<file path="src/rtl/modport_fifo.sv">
// rtl/modport_fifo.sv - synchronous FIFO with registered read data and count-decoded status flags
// Optional overflow/underflow pulses enabled by defining MODPORT_FIFO_ERR_EN.
module modport_fifo #(
   parameter int DATA_W = 8,
   parameter int DEPTH  = 16,
   parameter int AF_LVL = DEPTH - 2,
   parameter int AE_LVL = 2
) (
   input  logic              clk,
   input  logic              rstn,
   input  logic              i_wren,
   input  logic              i_rden,
   input  logic [DATA_W-1:0] i_wrdata,
   output logic [DATA_W-1:0] o_rddata,
   output logic              o_full,
   output logic              o_alm_full,
   output logic              o_empty,
   output logic              o_alm_empty
`ifdef MODPORT_FIFO_ERR_EN
   ,
   output logic              o_ovf,
   output logic              o_udf
`endif
);

   localparam int AW    = $clog2(DEPTH);
   localparam int CNT_W = AW + 1;

   localparam logic [CNT_W-1:0] FULL_C = CNT_W'(DEPTH);
   localparam logic [CNT_W-1:0] AF_C   = CNT_W'(AF_LVL);
   localparam logic [CNT_W-1:0] AE_C   = CNT_W'(AE_LVL);

   logic [DATA_W-1:0] mem [DEPTH];
   logic [AW-1:0]     wptr;
   logic [AW-1:0]     rptr;
   logic [CNT_W-1:0]  count;
   logic              wr_ok;
   logic              rd_ok;

   // Acceptance uses the registered flags, so a full FIFO drops writes even when a read frees a slot
   assign wr_ok = i_wren & ~o_full;
   assign rd_ok = i_rden & ~o_empty;

   assign o_full      = (count == FULL_C);
   assign o_empty     = (count == '0);
   assign o_alm_full  = (count >= AF_C);
   assign o_alm_empty = (count <= AE_C);

   always_ff @(posedge clk) begin
      if (wr_ok) begin
         mem[wptr] <= i_wrdata;
      end
   end

   always_ff @(posedge clk) begin
      if (!rstn) begin
         wptr     <= '0;
         rptr     <= '0;
         count    <= '0;
         o_rddata <= '0;
      end else begin
         if (wr_ok) begin
            wptr <= wptr + 1'b1;
         end
         if (rd_ok) begin
            rptr     <= rptr + 1'b1;
            o_rddata <= mem[rptr];
         end
         if (wr_ok && !rd_ok) begin
            count <= count + 1'b1;
         end else if (rd_ok && !wr_ok) begin
            count <= count - 1'b1;
         end
      end
   end

`ifdef MODPORT_FIFO_ERR_EN
   always_ff @(posedge clk) begin
      if (!rstn) begin
         o_ovf <= 1'b0;
         o_udf <= 1'b0;
      end else begin
         o_ovf <= i_wren & o_full;
         o_udf <= i_rden & o_empty;
      end
   end
`endif

endmodule

</file>
<file path="config.mk">
export PLATFORM = sky130hd
export DESIGN_NAME = modport_fifo
export DESIGN_NICKNAME = d
export VERILOG_FILES = /design/src/rtl/modport_fifo.sv
export SDC_FILE = /design/constraint.sdc
export NUM_CORES = 1
export LEC_CHECK = 0
export BUFFER_PORTS_ARGS = -buffer_cell sky130_fd_sc_hd__buf_2
export CAP_MARGIN = 20
export CORE_MARGIN = 3
export CORE_UTILIZATION = 61
export DETAILED_ROUTE_END_ITERATION = 7
export PLACE_DENSITY = 0.81
export SLEW_MARGIN = 10
export SYNTH_ARGS = -nofsm -noshare
export SYNTH_HDL_FRONTEND = slang
export SYNTH_SLANG_ARGS = --single-unit
</file>
<file path="constraint.sdc">
create_clock -name clk -period 3 [get_ports clk]
set_input_delay 0.45 -clock clk [delete_from_list [all_inputs] [get_ports clk]]
set_output_delay 0.45 -clock clk [all_outputs]
set_load 0.01 [all_outputs]
</file>
==> reports/results.tsv, run 1 <==
metric	value	unit
status	complete, no violations	
antenna_found_initial	0	
regArea	4270	µm²
finalCritPeriodShare	90.8	%
required	3440	ps
syn_inst	361	
die_w	105	µm
final_cell_mix	edfxtp_1 (128), mux2i_1 (37), nor2_1 (24), buf_2 (24), dfxtp_1 (20)	
wl	12200	µm
slew_headroom	44.8	%
cts_buffer_depth	2	
root_buffer	clkbuf_8	
rsz0062_at_grt	false	
hold_ws	335	ps
arrival	3160	ps
ys.warnings.count	0	
vias	3317	
core	9370	µm²
nets	420	
drv_slew	0	
drt_pass1_iterations	8	
ant_nets	0	
worst_slew_pin_slew	825	ps
insertedDiodeCount	0	
yosys.area.top_type	edfxtp_1	
dieArea	11000	µm²
post_cts_buffers	0	
ys.flop_type	edfxtp_1	
min_period	2720	ps
htreeDepth	4	
cts_tree	built	
hold_path.class	input port to flop	
seq_area_frac_synth	71.3	%
critPathLaunchType	flop	
multi_input_area	1610	µm²
grt_max_degree	41	
routed_via_density	6.15	
grt_pass1_vias	3314	
final_common_cell	edfxtp_1	
yosys.area.top_type_share	64.3	%
synth_edf_count	128	
finalSetupViolations	0	
path_clk_slew	60	ps
synthesis.nets	383	
tns	0	ps
hold_viol	0	
synth_cell_type_count	38	
drive_above_1_share	21.2	%
post_drt_wl_per_cell	22.6	µm
synthArstFlopShare	0	%
path_class	flop to flop	
io_pins	24	
clock_skew	11.7	ps
cts_made_buffers	17	
nFillCells	567	
insertion_delay	510	ps
cp-end-kind	flop	
leakage	2.24	nW
path_max_fanout	6	
globalplace.congestion	0.832	
overflow	0	
max_freq	367	MHz
hpwlAfterDp	7510	µm
cap_violations	0	
ctsHoldBuffers	0	
power.density	824	nW/µm²
synthTopCellsByArea	edfxtp_1 (64%), dfxtp_1 (7.0%), mux2i_1 (6.2%), mux4_2 (6.0%), ha_1 (1.9%)	
die_height	105	µm
clock-sinks	149	
drcViolationCount	0	
syn_avg_cell_area	16.6	µm²
peakVddDrop	0.000370	V
syn-cell-area	5980	µm²
drt_iter0_drc	393	
start_util	63.8	%
grt_pass1_wl	19200	µm
cts_resized	0	
ys_seq_elements	149	
fp-row-count	35	
track_usage	24.0	%
syn_to_final_growth	13.7	%
portBuffers	23	
-- power by group --
| part | switching (mW) | internal, mW | total [mW] | leakage [nW] |
|---|---|---|---|---|
| clock | 0.796 | 1.01 | 1.80 | 0.238 |
| sequential | 0.134 | 2.40 | 2.53 | 1.33 |
| combinational | 0.722 | 0.546 | 1.27 | 0.673 |
-- metal layers --
| metal | vias to the layer above | part of all wire (%) | global-route usage (%) |
|---|---|---|---|
| li1 | 1489 | - | - |
| met1 | 1643 | 41 | 34.0 |
| met2 | 158 | 48 | 37.0 |
| met3 | 27 | 7.9 | 4.45 |
| met4 | 0 | 2.8 | 10.3 |
| met5 | - | 0 | 0 |
-- sequential cells by signal, summed over array words and instances (netlist names) --
| signal | cells |
|---|---|
| count | 5 |
| mem | 128 |
| o_rddata | 8 |
| rptr | 4 |
| wptr | 4 |
-- path summary, 6_finish.rpt --
path                from     endpoint  slack, ps  cells past startpoint
max             count[0]     count[4]        280                     10
min          i_wrdata[0]   mem[11][0]        340                      1
max reg2reg     count[0]     count[4]        280                     10
min reg2reg  o_rddata[4]  o_rddata[4]        550                      2
-- cell usage after synthesis, types with 3 or more instances --
master	number
edfxtp_1	128
mux2i_1	37
nor2_1	24
dfxtp_1	21
mux4_2	16
o22ai_1	16
o21ai_0	10
ha_1	9
a22oi_1	8
a31oi_1	8
and2_1	8
clkbuf_1	8
nand2_1	8
buf_2	7
xnor2_1	7
inv_1	5
nor2b_1	5
nor3_1	4
buf_1	3
nand2b_1	3
nand3_1	3
-- layout make-up --
class                   count  share of cell area, %
repair buffers             38                   3.50
inverters                   5                  0.276
clock buffers              19                   6.20
multi-input cells         187                   23.7
clock inverters            12                   1.23
flip-flops and latches    149                   62.8
well taps                 129                   2.37
-- worst max-delay path, cell delays in order (launching register included) --
cell and delay, ps:
dfxtp_1 370, nor4_1 560, a21boi_2 130, inv_1 80, ha_1 160, inv_1 110, fa_1 430, a21o_1 210
a21oi_1 180, mux2i_1 240, mux2i_1 190
-- cell families after synthesis --
| kind of cell | share of synthesized area [%] |
|---|---|
| xor gates and xnor gates | 1.32 |
| AOI/OAI and AO/OA | 6.05 |
| and+or+nand+nor | 5.09 |
| adders and majority gates | 2.22 |
| buffers and inverters | 1.76 |
| muxes | 12.2 |
| DFF | 71.3 |
-- per-stage QoR --
step           area [µm²]  util, %  cells  power, mW  worst slack [ps]
2_1_floorplan        5980        -    361       3.41               385
3_3_place_gp         6290     67.1    507       3.75               507
3_5_place_dp         6290     67.1    507       3.82               322
4_1_cts              6790     72.5    538       5.61               294
5_1_grt              6800     72.5    539       5.85               131
6_report             6800     72.5    539       5.60               276
No activity file was read; power rests on OpenSTA's default activity.
==> run 2: changes to the inputs <==
Settings changed: CELL_PAD_IN_SITES_DETAIL_PLACEMENT set to 1, CELL_PAD_IN_SITES_GLOBAL_PLACEMENT set to 1, CORE_UTILIZATION 61 to 35, PLACE_DENSITY 0.81 to 0.68.
==> reports/results.tsv, run 2 (synthesized netlist as in run 1, its figures left out) <==
metric	value	unit	change
nets	421		was 420
insertion_delay	410	ps	was 510 ps
core	16600	µm²	was 9370 µm²
io_pins	24		unchanged
min_period	2670	ps	was 2720 ps
root_buffer	clkbuf_16		was clkbuf_8
final_cell_mix	edfxtp_1 (128), mux2i_1 (37), nor2_1 (24), buf_2 (23), dfxtp_1 (20)		was edfxtp_1 (128), mux2i_1 (37), nor2_1 (24), buf_2 (24), dfxtp_1 (20)
status	complete, no violations		unchanged
grt_pass1_vias	3422		was 3314
vias	3265		was 3317
ant_nets	0		unchanged
insertedDiodeCount	0		unchanged
clock-sinks	149		unchanged
htreeDepth	4		unchanged
startpoint	count[0]		unchanged
arrival	3000	ps	was 3160 ps
die_height	137	µm	was 105 µm
cts_resized	0		unchanged
grt_max_degree	33		was 41
hpwlAfterDp	8440	µm	was 7510 µm
path_clk_slew	60	ps	about the same
drt_iter0_drc	207		was 393
nFillCells	1665		was 567
fin_area	7020	µm²	was 6800 µm²
slew_headroom	45.1	%	was 44.8%
cp_cell_sequence	nor4_1 > a21boi_2 > inv_1 > ha_1 > inv_1 > fa_1 > a21o_1 > a21oi_1 > mux2i_1 > mux2i_1		unchanged
fin_cells	632		was 539
die_w	137	µm	was 105 µm
fp-row-count	47		was 35
track_usage	14.8	%	was 24.0%
globalplace.congestion	0.752		was 0.832
hold_ws	432	ps	was 335 ps
placed_cells	600		was 507
place_area	6410	µm²	was 6290 µm²
portBuffers	23		unchanged
power.density	845	nW/µm²	was 824 nW/µm²
rr_startpoint	count[0]		unchanged
peakVddDrop	0.000413	V	was 0.000370 V
drive_above_1_share	22.1	%	was 21.2%
hold_start	i_wrdata[7]		was i_wrdata[0]
post_cts_buffers	0		unchanged
finalSetupViolations	0		unchanged
antenna_found_initial	0		unchanged
worst_slew_pin_slew	820	ps	was 825 ps
clock_skew	9.33	ps	was 11.7 ps
cpPeakStageDelay	530	ps	was 560 ps
drt_pass1_iterations	4		was 8
wl	13000	µm	was 12200 µm
finalCritPeriodShare	88.9	%	was 90.8%
path_class	flop to flop		unchanged
routed_via_density	5.17		was 6.15
post_drt_wl_per_cell	20.5	µm	was 22.6 µm
syn_to_final_growth	17.4	%	was 13.7%
tns	0	ps	unchanged
cap_violations	0		unchanged
cts_buffer_depth	2		unchanged
cpMaxStageDelayCell	nor4_1		unchanged
final_common_cell	edfxtp_1		unchanged
rsz0062_at_grt	false		unchanged
leakage	2.30	nW	was 2.24 nW
ctsHoldBuffers	0		unchanged
hold_path.class	input port to flop		unchanged
post-route-util	42.2	%	was 72.5%
cp_top_family	adder cells		unchanged
cp-end-kind	flop		unchanged
hold_viol	0		unchanged
grt_pass1_wl	20000	µm	was 19200 µm
drv_slew	0		unchanged
overflow	0		unchanged
required	3340	ps	was 3440 ps
largest_register	mem		unchanged
max_freq	375	MHz	was 367 MHz
reg_top3	mem: 128 flops, o_rddata: 8 flops, count: 5 flops		unchanged
critPathLaunchType	flop		unchanged
dieArea	18700	µm²	was 11000 µm²
start_util	35.9	%	was 63.8%
path_max_fanout	6		unchanged
drcViolationCount	0		unchanged
largest_reg_flops	128		unchanged
cts_made_buffers	17		unchanged
path_buf_inv	2		unchanged
cts_tree	built		unchanged
[run 2: changes by cell type in the layout (fill, tap and decap cells not counted)]
| cell | delta |
|---|---|
| inv_6 | +3 |
| clkinvlp_4 | -2 |
| clkbuf_8 | -1 |
| clkinv_4 | -1 |
| buf_2 | -1 |
| bufinv_16 | +3 |
| clkinv_1 | -1 |
| clkbuf_16 | +1 |
| clkbuf_1 | -1 |
| buf_4 | +2 |
[run 2: layout make-up]
| class | count | area [µm²] | share of cell area [%] |
|---|---|---|---|
| well taps | 220 | 275 | 3.92 |
| flip-flops and latches | 149 | 4270 | 60.8 |
| clock buffers | 18 | 429 | 6.12 |
| inverters | 5 | 18.8 | 0.267 |
| clock inverters | 14 | 173 | 2.46 |
| multi-input cells | 187 | 1610 | 22.9 |
| repair buffers | 39 | 248 | 3.53 |
[run 2: layer usage]
metal | share of wire (%) | track usage (%)
met1 | 44 | 19.6
met2 | 49 | 23.6
met3 | 5.1 | 3.24
met4 | 2.1 | 5.94
met5 | 0 | 0
[run 2: path summary, 6_finish.rpt]
path                       to  slack [ps]  cells after the start
setup / recovery     count[4]         330                     10
hold reg to reg   o_rddata[4]         560                      2
setup reg to reg     count[4]         330                     10
hold / removal     mem[12][7]         430                      1
[run 2: through the flow]
| stage | setup slack (ps) | power (mW) |
|---|---|---|
| floorplan | 385 | 3.41 |
| global route | 58.0 | 6.21 |
| CTS | 285 | 6.00 |
| finish | 334 | 5.93 |
| global placement | 453 | 3.79 |
| detailed placement | 308 | 3.85 |
[run 2: power breakdown]
group | internal, mW | switching, mW | total [mW]
Sequential | 2.40 | 0.134 | 2.53
Clock | 1.32 | 0.821 | 2.14
Combinational | 0.539 | 0.720 | 1.26
Total | 4.25 | 1.68 | 5.93
